File: config.mk
export PLATFORM = sky130hd
export DESIGN_NAME = banco8_registros16_bit
export DESIGN_NICKNAME = d
export VERILOG_FILES = /design/src/rtl/banco8_registros16_bit.sv
export SDC_FILE = /design/constraint.sdc
export NUM_CORES = 1
export LEC_CHECK = 0
export ABC_CLOCK_PERIOD_IN_PS = 3100
export CORE_MARGIN = 3
export CORE_UTILIZATION = 35
export DETAILED_ROUTE_END_ITERATION = 10
export SLEW_MARGIN = 20
export SYNTH_ARGS = -nofsm -noshare
export SYNTH_HDL_FRONTEND = slang
export SYNTH_SLANG_ARGS = --single-unit
File: constraint.sdc
create_clock -name Reloj -period 3.1 [get_ports Reloj]
set_clock_uncertainty 0.2 [all_clocks]
set_input_delay 0.31 -clock Reloj [delete_from_list [all_inputs] [get_ports Reloj]]
set_output_delay 0.31 -clock Reloj [all_outputs]
set_load 0.05 [all_outputs]
File: src/rtl/banco8_registros16_bit.sv
// Eight-entry, 16-bit register file.
// One synchronous write port, two combinational read ports.
module banco8_registros16_bit (
    output logic [15:0] RtaA,
    output logic [15:0] RtaB,
    input  logic [15:0] Tupla,
    input  logic        Reloj,
    input  logic        Reiniciar,
    input  logic        Habilitar,
    input  logic [2:0]  DireccionEscritura,
    input  logic [2:0]  DireccionA,
    input  logic [2:0]  DireccionB
);

    logic [15:0] regs_q [8];
    logic [15:0] regs_d [8];

    // Next state: hold everything, load the addressed entry when enabled
    always_comb begin
        for (int i = 0; i < 8; i++) begin
            regs_d[i] = regs_q[i];
        end
        if (Habilitar) begin
            regs_d[DireccionEscritura] = Tupla;
        end
    end

    // Storage update; reset wins over any pending write
    always_ff @(posedge Reloj) begin
        if (Reiniciar) begin
            for (int i = 0; i < 8; i++) begin
                regs_q[i] <= 16'h0000;
            end
        end else begin
            for (int i = 0; i < 8; i++) begin
                regs_q[i] <= regs_d[i];
            end
        end
    end

    // Read ports see stored state only, no write-through
    assign RtaA = regs_q[DireccionA];
    assign RtaB = regs_q[DireccionB];

endmodule

==> flow_metrics.py, run 1 <==
metrics = {
    "synth": {
        "synth_area_mm2": 0.00686,
        "ys_ff_latch": 128,
        "synth.area.top_cells": "dfxtp_1, mux4_1, nand2_1",
        "yosysTopAreaCell": "dfxtp_1",
        "async_reset_ff_frac": 0,
        "netlist_instances": 705,
        "syn_nets": 733,
        "avgSynthCellArea_um2": 9.74,
        "ys.flop_type": "dfxtp_1",
        "ys_top_cells_by_count": "nand2_1, a21oi_1, dfxtp_1, mux4_1, mux2_2",
        "synth.top_cell.area_share": 0.373,
        "yosys_warnings": 0,
        "synth_seq_area_share": 0.373,
        "synth_edf_count": 0,
        "ys_types": 23,
        "synth_most_common_cell": "nand2_1",
    },
    "cells_and_area": {
        "regMostFlops": "regs_q",
        "n_antenna_cell": 0,
        "top_regs": "regs_q: 128 flops",
        "post-route-util": 0.422,
        "finalNetCount": 754,
        "layout-drive-gt1-share": 0.180,
        "fillers": 1805,
        "largest_register_ffs": 128,
        "design_area_mm2": 0.00799,
        "area_growth_pct": 16.4,
    },
    "worst_hold_path": {
        "hold_depth": 2,
        "min_path_type": "in2reg",
    },
    "place": {
        "place_congestion": 0.769,
        "port_buffers": 59,
        "dp_hpwl_mm": 11.7,
        "place_area_mm2": 0.00743,
    },
    "routing": {
        "viasPerCell": 5.40,
        "num_vias": 5380,
        "firstDrtPassIters": 5,
        "wire_per_inst_um": 20.0,
        "ant_nets": 0,
        "drt_iter0_drc": 448,
        "totalWireLength_mm": 20.0,
        "drc": 0,
    },
    "floorplanning": {
        "start_util": 0.362,
        "die-width_um": 146,
        "ios": 60,
        "core_area_mm2": 0.0190,
        "num_rows": 50,
        "die_h_um": 146,
        "die_area_mm2": 0.0213,
    },
    "critical_path": {
        "cp_max_fo": 23,
        "end_kind": "primary output",
        "reg2reg_depth": 2,
        "startpoint_type": "input port",
        "critical_path_class": "in2out",
        "worstPathArrival_ps": 1980,
        "cp.required_ps": 2590,
    },
    "sta": {
        "relSlewSlack": 0.337,
        "hold_viol_final": 0,
        "rsz0062_at_grt": "no",
        "setup_viol": 0,
        "tns_ps": 0,
        "fin_crit_ps": 2490,
        "period_share": 0.802,
        "fmax_ghz": 0.402,
        "drv_slew": 0,
        "tightest_slew_ps": 994,
    },
    "cts": {
        "cts.clk_slew.worst_paths_ps": 50,
        "ctsResizeCount": 0,
        "cts_root_buf": "clkbuf_16",
        "cts_tree": "done",
        "numCtsBuffers": 17,
        "postCtsSetupBuffers": 0,
        "clk_latency_ps": 410,
        "hold_buffers": 0,
        "clk_path_buf_depth": 2,
        "h-tree-depth": 4,
        "cts_num_sinks": 128,
    },
    "flow_run": {
        "cap_viol_max_count": 0,
    },
    "power_and_ir_drop": {
        "leakage_nw": 3.08,
        "design_power_total_mw": 4.04,
        "power_density_mw_per_mm2": 505,
        "peakVddDrop_uv": 384,
    },
    "status": {
        "status": "finished clean",
    },
    "grt": {
        "grt_antenna_before_repair": 0,
        "grt_start_max_net_pins": 69,
        "grt_usage": 0.184,
        "grt_pass1_vias": 5274,
        "overflow": 0,
        "grt_pass1_wl_mm": 30.4,
    },
}
==> metrics by stage <==
| step | setup slack [ps] | cells | hold WS, ps |
|---|---|---|---|
| 2_1_floorplan | 1080 | 705 | 240 |
| 3_3_place_gp | 565 | 967 | 246 |
| 3_5_place_dp | 527 | 967 | 254 |
| 4_1_cts | 606 | 997 | 33.9 |
| 5_1_grt | 594 | 997 | 62.7 |
| 6_report | 612 | 997 | 47.7 |
==> worst paths after layout <==
kind / startpoint / end / slack, ps
worst max-delay path: DireccionA[0] / RtaA[1] / 610
worst min-delay path: Reiniciar / regs_q[3][0]$_SDFFE_PP0P_ / 50
worst max register to register: regs_q[7][2]$_SDFFE_PP0P_ / regs_q[7][2]$_SDFFE_PP0P_ / 2240
worst min register to register: regs_q[3][8]$_SDFFE_PP0P_ / regs_q[3][8]$_SDFFE_PP0P_ / 260
==> cell families after synthesis <==
logic type             count (synthesis)  share of synthesized area
DFF                                  128                      0.373
and+or+nand+nor                      272                      0.165
AOI/OAI and AO/OA                    128                     0.0933
buffers and inverters                 81                     0.0764
muxes                                 96                      0.292
==> layout make-up <==
cell class / instances / area (um2) / share of cell area
Clock inverter: 6 / 82.6 / 0.0103
Multi-Input combinational cell: 496 / 3810 / 0.477
Tap cell: 260 / 325 / 0.0407
Timing Repair Buffer: 83 / 731 / 0.0915
Sequential cell: 128 / 2560 / 0.321
Clock buffer: 24 / 482 / 0.0603
==> placed cells by master (no fill, tap or decap), drive strengths merged, types with 3 or more instances in the layout <==
cell type      instances
clkdlybuf4s50         22
buf                   61
dfxtp                128
nand4bb                3
clkinv                 3
and4b                  3
clkbuf                24
mux4                  64
mux2                  32
nand2                256
a21oi                128
nand4b                 3
==> report_power, final <==
part	total (mW)	internal, mW	switching (mW)	leakage, nW
registers	1.70	1.68	0.0227	1.04
logic	0.417	0.167	0.250	1.76
clock network	1.91	1.23	0.680	0.276
total	4.04	3.08	0.953	3.08
==> critical path, stage by stage <==
cell and delay, ps:
buf_2 300, buf_12 250, mux4_1 600, mux2_2 300, buf_4 200
==> metal layers <==
metal	wire length (um)	share of wire	track usage
met2	10100	0.51	0.319
met4	506	0.025	0.0706
met3	810	0.041	0.0310
met5	0	0	0
met1	8530	0.43	0.231
No activity file was read; power rests on OpenSTA's default activity.
==> inputs of run 2 (changes only) <==
--- a/config.mk
+++ b/config.mk
@@ -5,7 +5,7 @@
 export SDC_FILE = /design/constraint.sdc
 export NUM_CORES = 1
 export LEC_CHECK = 0
-export ABC_CLOCK_PERIOD_IN_PS = 3100
+export ABC_CLOCK_PERIOD_IN_PS = 2200
 export CORE_MARGIN = 3
 export CORE_UTILIZATION = 35
 export DETAILED_ROUTE_END_ITERATION = 10
==> constraint.sdc (replaced) <==
create_clock -name Reloj -period 2.2 [get_ports Reloj]
set_clock_uncertainty 0.2 [all_clocks]
set_input_delay 0.22 -clock Reloj [delete_from_list [all_inputs] [get_ports Reloj]]
set_output_delay 0.22 -clock Reloj [all_outputs]
set_load 0.05 [all_outputs]
==> run 2 against run 1 <==
Compared with the run above:
- routed wire length grew 1.3%
- setup slack lost 580 ps
- critical path depth shrank 2
- cell count grew 2.1%
- power grew 48%
- sequential power grew 41%
- hold slack lost 13 ps
- via count grew 1.9%
- design area grew 4.4%
- highest routed layer unchanged
==> flow_metrics.py, run 2 (synthesized netlist as in run 1, its figures left out) <==
metrics = {
    "cells_and_area": {
        "layout_common_cells": "nand2_1, a21oi_1, dfxtp_1",
        "finalNetCount": 773,
        "fillers": 1773,
        "post-route-util": 0.440,
        "top_regs": "regs_q: 128 flops",
        "n_antenna_cell": 0,
        "regMostFlops": "regs_q",
        "layout-drive-gt1-share": 0.224,
        "largest_register_ffs": 128,
        "area_growth_pct": 21.6,
        "layout_commonest_cell": "nand2_1",
    },
    "critical_path": {
        "path_delay_family": "multiplexers",
        "path_cells": "mux4_1 > mux2_2 > buf_4",
        "cp.buffers_inverters": 1,
        "end_kind": "primary output",
        "cp_max_fo": 3,
        "critical_path_class": "reg2out",
        "cp.required_ps": 1780,
        "startpoint_type": "flip-flop",
        "crit_path_max_incr_delay_ps": 520,
        "critPathLaunch": "regs_q[3][9]$_SDFFE_PP0P_",
        "cp.depth": 3,
        "worstPathArrival_ps": 1750,
        "r2r-start": "regs_q[1][12]$_SDFFE_PP0P_",
        "slowest_stage": "mux4_1",
        "reg2reg_depth": 2,
    },
    "floorplanning": {
        "core_area_mm2": 0.0190,
        "num_rows": 50,
        "start_util": 0.362,
        "die_h_um": 146,
        "die_area_mm2": 0.0213,
        "ios": 60,
        "die-width_um": 146,
    },
    "routing": {
        "totalWireLength_mm": 20.2,
        "viasPerCell": 5.39,
        "drc": 0,
        "ant_nets": 0,
        "num_vias": 5484,
        "drt_iter0_drc": 549,
        "firstDrtPassIters": 7,
        "wire_per_inst_um": 19.9,
    },
    "cts": {
        "hold_buffers": 0,
        "cts.clk_slew.worst_paths_ps": 60,
        "cts_num_sinks": 128,
        "cts_tree": "done",
        "cts_root_buf": "clkbuf_16",
        "postCtsSetupBuffers": 0,
        "h-tree-depth": 4,
        "clk_path_buf_depth": 2,
        "numCtsBuffers": 17,
        "clk_latency_ps": 410,
    },
    "sta": {
        "rsz0062_at_grt": "yes",
        "relSlewSlack": 0.646,
        "period_share": 0.985,
        "tightest_slew_ps": 531,
        "hold_viol_final": 0,
        "fmax_ghz": 0.462,
        "fin_crit_ps": 2170,
        "setup_viol": 0,
        "drv_slew": 0,
    },
    "worst_hold_path": {
        "min_path_type": "in2reg",
        "hold_depth": 2,
        "hold_start": "Reiniciar",
    },
    "power_and_ir_drop": {
        "power_density_mw_per_mm2": 715,
        "leakage_nw": 3.17,
        "peakVddDrop_uv": 438,
        "design_power_total_mw": 5.96,
    },
    "flow_run": {
        "cap_viol_max_count": 0,
    },
    "place": {
        "place_congestion": 0.797,
        "port_buffers": 59,
        "dp_hpwl_mm": 13.1,
    },
    "grt": {
        "overflow": 0,
        "grt_usage": 0.186,
        "grt_start_max_net_pins": 43,
        "grt_pass1_wl_mm": 31.0,
        "grt_antenna_before_repair": 0,
        "grt_pass1_vias": 5332,
    },
    "status": {
        "status": "finished clean",
    },
}
## run 2: changes by cell type in the layout (fill, tap and decap cells not counted), sizes merged
cell      previous run  this run
clkinvlp             1         3
clkbuf              24        17
buf                 61        80
inv                  0         3
bufinv               2         3
clkinv               3         6
## run 2: report_power, final
| group | switching, mW | leakage [nW] | internal [mW] |
|---|---|---|---|
| sequential | 0.0342 | 1.04 | 2.37 |
| combinational | 0.366 | 1.84 | 0.281 |
| clock | 1.12 | 0.290 | 1.79 |
| total | 1.52 | 3.17 | 4.44 |
## run 2: routing by layer
layer,GRT usage,part of all wire
met1,0.242,0.43
met2,0.318,0.51
met3,0.0338,0.049
met4,0.0569,0.013
met5,0,0
## run 2: path summary, 6_finish.rpt
kind	to	slack [ps]
setup / recovery	RtaB[9]	30
hold / removal	regs_q[6][4]$_SDFFE_PP0P_	30
setup reg to reg	regs_q[1][12]$_SDFFE_PP0P_	1330
hold reg to reg	regs_q[5][9]$_SDFFE_PP0P_	260
## run 2: repair_timing
item	CTS	global route
resized for setup	1	21
endpoints found under the hold margin	0	0
endpoints found under the setup margin	3	20
## run 2: area by class of cell
cell class | instances | area, um2 | area share
well taps | 260 | 325 | 0.0390
multi-input cells | 496 | 3770 | 0.451
flip-flops and latches | 128 | 2560 | 0.307
repair buffers | 102 | 1080 | 0.130
clock buffers | 17 | 425 | 0.0510
clock inverters | 15 | 184 | 0.0220
## run 2: through the flow
step | cell area, um2 | cells | hold slack [ps] | worst slack (ps) | TNS (ps)
floorplan | 6860 | 705 | 240 | 356 | 0
global placement | 7740 | 986 | 247 | 95.8 | 0
detailed placement | 7740 | 986 | 253 | 67.7 | 0
CTS | 8350 | 1018 | 36.9 | -15.4 | -21.3
global route | 8350 | 1018 | 49.4 | -20.5 | -38.4
finish | 8350 | 1018 | 34.9 | 33.5 | 0
==> inputs of run 3 (changes only) <==
--- a/config.mk
+++ b/config.mk
@@ -9,6 +9,9 @@
 export CORE_MARGIN = 3
 export CORE_UTILIZATION = 35
 export DETAILED_ROUTE_END_ITERATION = 10
+export HOLD_SLACK_MARGIN = 0.06
+export SETUP_SLACK_MARGIN = 0.15
+export SKIP_LAST_GASP = 1
 export SLEW_MARGIN = 20
 export SYNTH_ARGS = -nofsm -noshare
 export SYNTH_HDL_FRONTEND = slang
==> run 3 against run 2 <==
Compared with the run above:
- clock-buffer cell count did not move
- setup slack better by 48 ps
- design area up 3.0%
- critical path type unchanged
- largest cell class unchanged
==> flow_metrics.py, run 3 (synthesized netlist as in run 1, its figures left out) <==
metrics = {
    "critical_path": {
        "critical_path_class": "reg2out",
        "end_kind": "primary output",
        "reg2reg_depth": 3,
        "startpoint_type": "flip-flop",
        "rr_endpoint": "regs_q[0][10]$_SDFFE_PP0P_",
        "r2r-start": "regs_q[0][10]$_SDFFE_PP0P_",
        "worstPathArrival_ps": 1700,
        "critPathLaunch": "regs_q[1][4]$_SDFFE_PP0P_",
        "cp_max_fo": 3,
        "cp.required_ps": 1780,
        "regToRegSetupSlack_ps": 1270,
    },
    "cells_and_area": {
        "largest_register_ffs": 128,
        "n_antenna_cell": 0,
        "finalNetCount": 777,
        "layout_commonest_cell": "nand2_1",
        "multi_input_area_mm2": 0.00372,
        "top_regs": "regs_q: 128 flops",
        "regMostFlops": "regs_q",
        "area.sequential_mm2": 0.00263,
        "fillers": 1768,
        "post-route-util": 0.453,
        "layout-drive-gt1-share": 0.350,
        "design_area_mm2": 0.00859,
        "area_growth_pct": 25.2,
        "layout_common_cells": "nand2_1, a21oi_1, dfxtp_1",
    },
    "floorplanning": {
        "die-width_um": 146,
        "core_area_mm2": 0.0190,
        "start_util": 0.362,
        "ios": 60,
        "die_area_mm2": 0.0213,
        "num_rows": 50,
        "die_h_um": 146,
    },
    "power_and_ir_drop": {
        "leakage_nw": 3.04,
        "peakVddDrop_uv": 442,
        "power_density_mw_per_mm2": 700,
    },
    "worst_hold_path": {
        "hold_depth": 2,
        "holdPathEnd": "regs_q[5][8]$_SDFFE_PP0P_",
        "min_path_type": "reg2reg",
        "hold_start": "regs_q[5][8]$_SDFFE_PP0P_",
    },
    "routing": {
        "drc": 0,
        "ant_nets": 0,
        "num_vias": 5461,
        "wire_per_inst_um": 19.8,
        "drt_iter0_drc": 641,
        "firstDrtPassIters": 5,
        "totalWireLength_mm": 20.3,
        "viasPerCell": 5.34,
    },
    "cts": {
        "cts_num_sinks": 128,
        "numCtsBuffers": 17,
        "clk_latency_ps": 420,
        "cts.clk_slew.worst_paths_ps": 60,
        "cts_root_buf": "clkbuf_16",
        "clk_path_buf_depth": 2,
        "h-tree-depth": 4,
        "cts_tree": "done",
    },
    "sta": {
        "fmax_ghz": 0.472,
        "fin_crit_ps": 2120,
        "period_share": 0.963,
        "fin_ws_ps": 81.8,
        "tns_ps": 0,
        "hold_viol_final": 0,
        "setup_viol": 0,
        "relSlewSlack": 0.644,
        "tightest_slew_ps": 534,
        "drv_slew": 0,
        "rsz0062_at_grt": "yes",
    },
    "grt": {
        "overflow": 0,
        "grt_antenna_before_repair": 0,
        "grt_pass1_wl_mm": 31.6,
        "grt_start_max_net_pins": 43,
        "grt_usage": 0.190,
        "grt_pass1_vias": 5379,
    },
    "place": {
        "port_buffers": 59,
        "pre_cts_slack_ps": 67.7,
        "place_congestion": 0.797,
        "place_area_mm2": 0.00774,
        "dp_hpwl_mm": 13.1,
    },
    "flow_run": {
        "cap_viol_max_count": 0,
    },
    "status": {
        "status": "finished clean",
    },
}
==> run 3: changes by cell type in the layout (fill, tap and decap cells not counted), sizes merged <==
| cell | change |
|---|---|
| dlygate4sd3 | +1 |
| buf | +3 |
==> run 3: critical path: stages, from the launching register on <==
cell and delay (ps):
dfxtp_2 330, mux4_2 500, mux2_4 300, buf_8 150
==> run 3: report_power, final <==
group,switching [mW],leakage [nW],internal [mW]
sequential,0.0363,1.06,2.37
combinational,0.381,1.69,0.316
clock,1.12,0.290,1.79
total,1.53,3.04,4.48
==> run 3: final cells by class <==
| type | instances | area share |
|---|---|---|
| Multi-Input combinational cell | 496 | 0.434 |
| Timing Repair Buffer | 106 | 0.152 |
| Clock buffer | 17 | 0.0495 |
| Sequential cell | 128 | 0.306 |
| Tap cell | 260 | 0.0379 |
| Clock inverter | 15 | 0.0214 |
==> run 3: timing repair <==
item                                    4_1_cts  5_1_grt
endpoints found under the setup margin       32       32
buffers inserted                              2        1
hold endpoints to repair                     32        0
hold buffers                                  1        0
pin swaps                                     0        0
gates resized for setup                     157       38
==> run 3: stage by stage <==
| step | instances | hold slack (ps) | total power, mW |
|---|---|---|---|
| floorplan | 705 | 240 | 2.86 |
| global placement | 986 | 247 | 3.08 |
| detailed placement | 986 | 253 | 3.09 |
| CTS | 1021 | 262 | 6.02 |
| global route | 1022 | 274 | 6.20 |
| finish | 1022 | 259 | 6.01 |
==> run 3: metal layers <==
metal,wire length (um),GRT usage
met3,1310,0.0341
met5,0,0
met4,378,0.0550
met2,10200,0.323
met1,8400,0.249
==> run 3: worst max path at each step <==
stage,endpoint,slack (ps),cells past startpoint
floorplan,RtaA[10],360,5
global placement,regs_q[0][10]$_SDFFE_PP0P_,100,5
detailed placement,regs_q[0][10]$_SDFFE_PP0P_,70,6
CTS,RtaA[3],80,3
global route,RtaA[14],50,3
finish,RtaA[4],80,3
